<file path="src/rtl/flag_branch_unit_if.sv">
// flag_branch_unit_if: EX flag, branch handshake and statistics bundle for flag_branch_unit
interface flag_branch_unit_if #(parameter int CNT_W = 16);
  logic             ex_valid;
  logic             ex_stall;
  logic [3:0]       ex_opcode;
  logic [2:0]       flags_from_alu;
  logic             br_valid;
  logic [2:0]       br_ccc;
  logic             br_ready;
  logic             br_flush;
  logic             br_done;
  logic             br_taken;
  logic [2:0]       flags_out;
  logic [CNT_W-1:0] branch_cnt;
  logic [CNT_W-1:0] taken_cnt;
  modport master (
    output ex_valid, ex_stall, ex_opcode, flags_from_alu, br_valid, br_ccc, br_flush,
    input  br_ready, br_done, br_taken, flags_out, branch_cnt, taken_cnt
  );
  modport slave (
    input  ex_valid, ex_stall, ex_opcode, flags_from_alu, br_valid, br_ccc, br_flush,
    output br_ready, br_done, br_taken, flags_out, branch_cnt, taken_cnt
  );
endinterface

</file>
<file path="src/rtl/flag_branch_unit.sv">
// flag_branch_unit: architectural {N,V,Z} flags, conditional-branch resolution and branch statistics
module flag_branch_unit #(
  parameter int         CNT_W    = 16,
  parameter logic [2:0] FLAG_RST = 3'b000
) (
  input logic clk,
  input logic rst,
  flag_branch_unit_if.slave bus
);
  typedef enum logic [1:0] {IDLE, WAIT, RESOLVE} state_t;
  state_t           state, next;
  logic [2:0]       flags, eff, ccc_q, eval_ccc;
  logic [CNT_W-1:0] bcnt, tcnt;
  logic             taken, load, t, commit, wr_all, wr_z, pend;
  function automatic logic cond(input logic [2:0] c, input logic [2:0] f);
    logic [7:0] tbl;
    tbl = {1'b1, f[1], f[2] | f[0], f[0] | (~f[0] & ~f[2]), f[2], ~f[0] & ~f[2], f[0], ~f[0]};
    return tbl[c];
  endfunction
  assign commit   = bus.ex_valid & ~bus.ex_stall;
  assign wr_all   = bus.ex_opcode == 4'b0000 || bus.ex_opcode == 4'b0001;
  assign wr_z     = bus.ex_opcode == 4'b0010 || bus.ex_opcode == 4'b0100 ||
                    bus.ex_opcode == 4'b0101 || bus.ex_opcode == 4'b0110;
  assign pend     = bus.ex_valid & bus.ex_stall & (wr_all | wr_z);
  // eff doubles as the next flag register value: it only differs from flags on a committing writer
  assign eff      = commit & wr_all ? bus.flags_from_alu :
                    commit & wr_z   ? {flags[2:1], bus.flags_from_alu[0]} : flags;
  assign eval_ccc = state == IDLE ? bus.br_ccc : ccc_q;
  assign t        = cond(eval_ccc, eff);
  // next state and resolve strobe; a squashed writer leaves eff equal to flags
  always_comb begin
    next = state;
    load = 1'b0;
    if (state == IDLE && bus.br_valid && !bus.br_flush) begin
      next = pend ? WAIT : RESOLVE;
      load = !pend;
    end else if (state == WAIT) begin
      next = bus.br_flush ? IDLE : (commit || !bus.ex_valid) ? RESOLVE : WAIT;
      load = !bus.br_flush && (commit || !bus.ex_valid);
    end else if (state == RESOLVE) begin
      next = IDLE;
    end
  end
  // state, flags, latched condition, result and counters (counted as the result is registered)
  always_ff @(posedge clk) begin
    if (rst) begin
      state <= IDLE;
      flags <= FLAG_RST;
      ccc_q <= 3'b000;
      taken <= 1'b0;
      bcnt  <= '0;
      tcnt  <= '0;
    end else begin
      state <= next;
      flags <= eff;
      if (state == IDLE) ccc_q <= bus.br_ccc;
      if (load) begin
        taken <= t;
        bcnt  <= &bcnt ? bcnt : bcnt + 1'b1;
        if (t) tcnt <= &tcnt ? tcnt : tcnt + 1'b1;
      end
    end
  end
  assign bus.br_ready   = state == IDLE;
  assign bus.br_done    = state == RESOLVE;
  assign bus.br_taken   = taken;
  assign bus.flags_out  = flags;
  assign bus.branch_cnt = bcnt;
  assign bus.taken_cnt  = tcnt;
endmodule

</file>
<file path="src/flat_wrapper.sv">
// flat-port wrapper written by rule: the top's interface ports become plain ports
module flag_branch_unit_flat 
#(
  parameter int         CNT_W    = 16,
  parameter logic [2:0] FLAG_RST = 3'b000
)
  (clk, rst, bus_ex_valid, bus_ex_stall, bus_ex_opcode, bus_flags_from_alu, bus_br_valid, bus_br_ccc, bus_br_flush, bus_br_ready, bus_br_done, bus_br_taken, bus_flags_out, bus_branch_cnt, bus_taken_cnt);
  flag_branch_unit_if #(.CNT_W(CNT_W)) bus_i ();
  input logic clk;
  input logic rst;
  input wire logic [$bits(bus_i.ex_valid)-1:0] bus_ex_valid;
  input wire logic [$bits(bus_i.ex_stall)-1:0] bus_ex_stall;
  input wire logic [$bits(bus_i.ex_opcode)-1:0] bus_ex_opcode;
  input wire logic [$bits(bus_i.flags_from_alu)-1:0] bus_flags_from_alu;
  input wire logic [$bits(bus_i.br_valid)-1:0] bus_br_valid;
  input wire logic [$bits(bus_i.br_ccc)-1:0] bus_br_ccc;
  input wire logic [$bits(bus_i.br_flush)-1:0] bus_br_flush;
  output wire logic [$bits(bus_i.br_ready)-1:0] bus_br_ready;
  output wire logic [$bits(bus_i.br_done)-1:0] bus_br_done;
  output wire logic [$bits(bus_i.br_taken)-1:0] bus_br_taken;
  output wire logic [$bits(bus_i.flags_out)-1:0] bus_flags_out;
  output wire logic [$bits(bus_i.branch_cnt)-1:0] bus_branch_cnt;
  output wire logic [$bits(bus_i.taken_cnt)-1:0] bus_taken_cnt;
  assign bus_i.ex_valid = bus_ex_valid;
  assign bus_i.ex_stall = bus_ex_stall;
  assign bus_i.ex_opcode = bus_ex_opcode;
  assign bus_i.flags_from_alu = bus_flags_from_alu;
  assign bus_i.br_valid = bus_br_valid;
  assign bus_i.br_ccc = bus_br_ccc;
  assign bus_i.br_flush = bus_br_flush;
  assign bus_br_ready = bus_i.br_ready;
  assign bus_br_done = bus_i.br_done;
  assign bus_br_taken = bus_i.br_taken;
  assign bus_flags_out = bus_i.flags_out;
  assign bus_branch_cnt = bus_i.branch_cnt;
  assign bus_taken_cnt = bus_i.taken_cnt;
  flag_branch_unit #(.CNT_W(CNT_W), .FLAG_RST(FLAG_RST)) u_core (.clk(clk), .rst(rst), .bus(bus_i));
endmodule
</file>
<file path="config.mk">
export PLATFORM = sky130hd
export DESIGN_NAME = flag_branch_unit_flat
export DESIGN_NICKNAME = d
export VERILOG_FILES = /design/src/rtl/flag_branch_unit_if.sv /design/src/rtl/flag_branch_unit.sv /design/src/flat_wrapper.sv
export SDC_FILE = /design/constraint.sdc
export NUM_CORES = 1
export LEC_CHECK = 0
export CAP_MARGIN = 20
export CORE_MARGIN = 5
export CORE_UTILIZATION = 45
export CTS_CLUSTER_SIZE = 40
export DETAILED_ROUTE_END_ITERATION = 16
export HOLD_SLACK_MARGIN = 0.12
export PLACE_DENSITY = 0.83
export RECOVER_POWER = 50
export SLEW_MARGIN = 20
export SYNTH_ARGS = -nofsm -noshare
export SYNTH_HDL_FRONTEND = slang
export SYNTH_SLANG_ARGS = --single-unit
</file>
<file path="constraint.sdc">
create_clock -name clk -period 4.9 [get_ports clk]
set_clock_uncertainty 0.2 [all_clocks]
set_input_delay 0.49 -clock clk [delete_from_list [all_inputs] [get_ports clk]]
set_output_delay 0.49 -clock clk [all_outputs]
set_load 0.01 [all_outputs]
</file>
==> flow_summary.toml <==
[synth]
async_flop_share_pct = 0
yosys.area_share.simple_pct = 31.9
ys_types = 43
synthMuxAreaShare_pct = 7.93
synth-seq-cells = 41
synthAdderAreaFrac_pct = 2.85
synthXorXnorAreaFrac_pct = 4.39
synth_top_family_by_area = "simple AND/OR/NAND/NOR gates"
ys_warn_count = 0
synth_ff_type = "dfxtp_1"
syn_nets = 282
seq_area_frac_synth_pct = 37.4
synth-edff-count = 0
synth_compound_area_share_pct = 11.0
synthCells = 261
avgSynthCellArea_um2 = 8.40
syn_area_mm2 = 0.00219

[setup_path]
reg2reg_to = "u_core.bus.taken_cnt[8]"
cpPeakStageDelay_ns = 0.82
critPathKind = "input pin to register"
crit_start = "bus_ex_stall"
worst_r2r_startpoint = "u_core.state[0]"
path_max_fanout = 24
endpoint = "u_core.bus.taken_cnt[8]"
cp.buffers_inverters = 1
cp-start-kind = "input pin"
r2r_slack_ns = 1.70
cp_cell_sequence = "dlygate4sd3_1, or4b_1, nor2_1, mux2i_1, o21ai_0, a21oi_2, nor3_1, mux2_2"
required_ns = 4.88
crit_slowest_cell = "a21oi_2"
cp-end-kind = "register"
crit_arrival_ns = 3.40
reg2regPathDepth = 8
critPathTopFamily = "compound AO/OA/AOI/OAI gates"
cp.depth = 8

[sta]
finalSetupTns_ns = 0
rsz0062_at_grt = "no"
fmax_mhz = 292
min_period_over_period_pct = 70.0
period_minus_slack_ns = 3.43
setup-violations-final = 0
relSlewSlack_pct = 31.9
finalMaxSlewViolations = 0
worst_slew_pin_slew_ns = 1.02
hold_violations = 0

[clocking]
cts_tree = "built"
clk_pin_slew_ns = 0.07
post_cts_buffers = 0
worstSkewPairLatency_ns = 0.28
cts.sinks = 41
postCtsHoldBufs = 0
htreeDepth = 2
cts_buffer_depth = 2
cts-root-buf = "clkbuf_8"
cts_buffers = 5
cts-resized-gates = 0

[finish]
utilization_pct = 60.1
num_antenna_cells = 0
nFillCells = 428
area_growth_pct = 29.4
drive_above_1_share_pct = 9.58
nets = 333
multiInputGateArea_mm2 = 0.00127
register_area_um2 = 821
layout_common_cells = "41 x nor2_1, 41 x dfxtp_1, 35 x dlygate4sd3_1"

[global_route]
first_global_vias = 1904
grt_max_degree = 29
grt_usage_pct = 16.4
grt_pass1_wl_um = 8470
overflow = 0
antenna_found_initial = 0

[hold_path]
hp-class = "register to register"

[flow_run]
maxCapViolations = 0

[route]
drt-total-wl_um = 5000
num_vias = 2051
drc = 0
first_iter_violations = 98
via_per_inst = 5.40
wire_per_inst_um = 13.1
antenna_left = 0
first_pass_iters = 4

[floorplan]
fp-row-count = 25
die-area_mm2 = 0.00637
die_h_um = 79.8
start_util_pct = 46.4
core-area_mm2 = 0.00472
pin_count = 54
die_w_um = 79.8

[place]
place.gp.congestion = 0.850
io_buffers = 53
hpwl_um = 3720

[power_and_ir_drop]
p_per_area_mw_per_mm2 = 231
p_leak_nw = 1.12
ir_drop_v = 0.000190

[status]
status = "completed"
-- where the power goes --
part	internal, W	switching [W]
combinational	0.0000324	0.0000424
clock	0.000127	0.000111
sequential	0.000338	0.00000412
total	0.000498	0.000157
-- through the flow --
| step | instance area, µm² | cells | setup slack, ns | hold slack, ns | total power (W) |
|---|---|---|---|---|---|
| 2_1_floorplan | 2190 | 261 | 2.25 | 0.270 | 0.000401 |
| 3_3_place_gp | 2740 | 372 | 1.41 | 0.286 | 0.000425 |
| 3_5_place_dp | 2740 | 372 | 1.34 | 0.303 | 0.000427 |
| 4_1_cts | 2840 | 380 | 1.64 | 0.313 | 0.000666 |
| 5_1_grt | 2840 | 380 | 1.28 | 0.353 | 0.000688 |
| 6_report | 2840 | 380 | 1.47 | 0.310 | 0.000655 |
-- how the worst min path moves through the flow --
stage                                     end                 startpoint  cells after the start
finish              u_core.bus.branch_cnt[10]  u_core.bus.branch_cnt[10]                      2
global placement    u_core.bus.branch_cnt[10]  u_core.bus.branch_cnt[10]                      2
floorplan                     u_core.ccc_q[2]            u_core.ccc_q[2]                      2
detailed placement    u_core.bus.taken_cnt[1]    u_core.bus.taken_cnt[1]                      2
global route          u_core.bus.flags_out[1]    u_core.bus.flags_out[1]                      2
CTS                   u_core.bus.taken_cnt[1]    u_core.bus.taken_cnt[1]                      2
-- worst min-delay path: stages (launching register included) --
cell     delay (ns)
dfxtp_1        0.33
o21ai_0        0.07
a21oi_1        0.06
-- synthesized netlist by cell type (6+ instances only) --
library cell,n,area [µm²]
dfxtp_1,41,821
nand3_1,14,70.1
nor2b_1,10,62.6
nand2_1,16,60.1
and3_1,6,37.5
nor2_1,41,154
xnor2_1,6,52.6
or3_1,10,62.6
nor3_1,8,40.0
o21ai_0,12,60.1
a21oi_1,18,90.1
inv_1,7,26.3
mux2_2,11,124
-- metal layers --
metal / GRT usage, % / vias to the layer above / part of all wire (%)
li1: - / 1023 / -
met1: 20.3 / 978 / 46
met2: 28.4 / 45 / 48
met3: 3.50 / 5 / 4.1
met4: 5.24 / 0 / 1.3
met5: 0 / - / 0
-- cell type report --
class                   instances  area share [%]
multi-input cells             203            44.7
flip-flops and latches         41            28.9
repair buffers                 54            19.0
clock buffers                   7            3.39
well taps                      67            2.95
inverters                       7           0.926
clock inverters                 1           0.176
-- registers in the layout, indices dropped and copies added, names as in the netlist --
register,flops
u_core.bus.branch_cnt,16
u_core.state,2
u_core.bus.taken_cnt,16
u_core.bus.flags_out,3
u_core.ccc_q,3
u_core.bus.br_taken,1
-- logic make-up after synthesis --
logic type	Yosys count
xor gates and xnor gates	11
AOI/OAI and AO/OA	41
and+or+nand+nor	130
muxes	16
adders and majority gates	5
DFF	41
buffers and inverters	17
(Power assumes the default switching activity.)
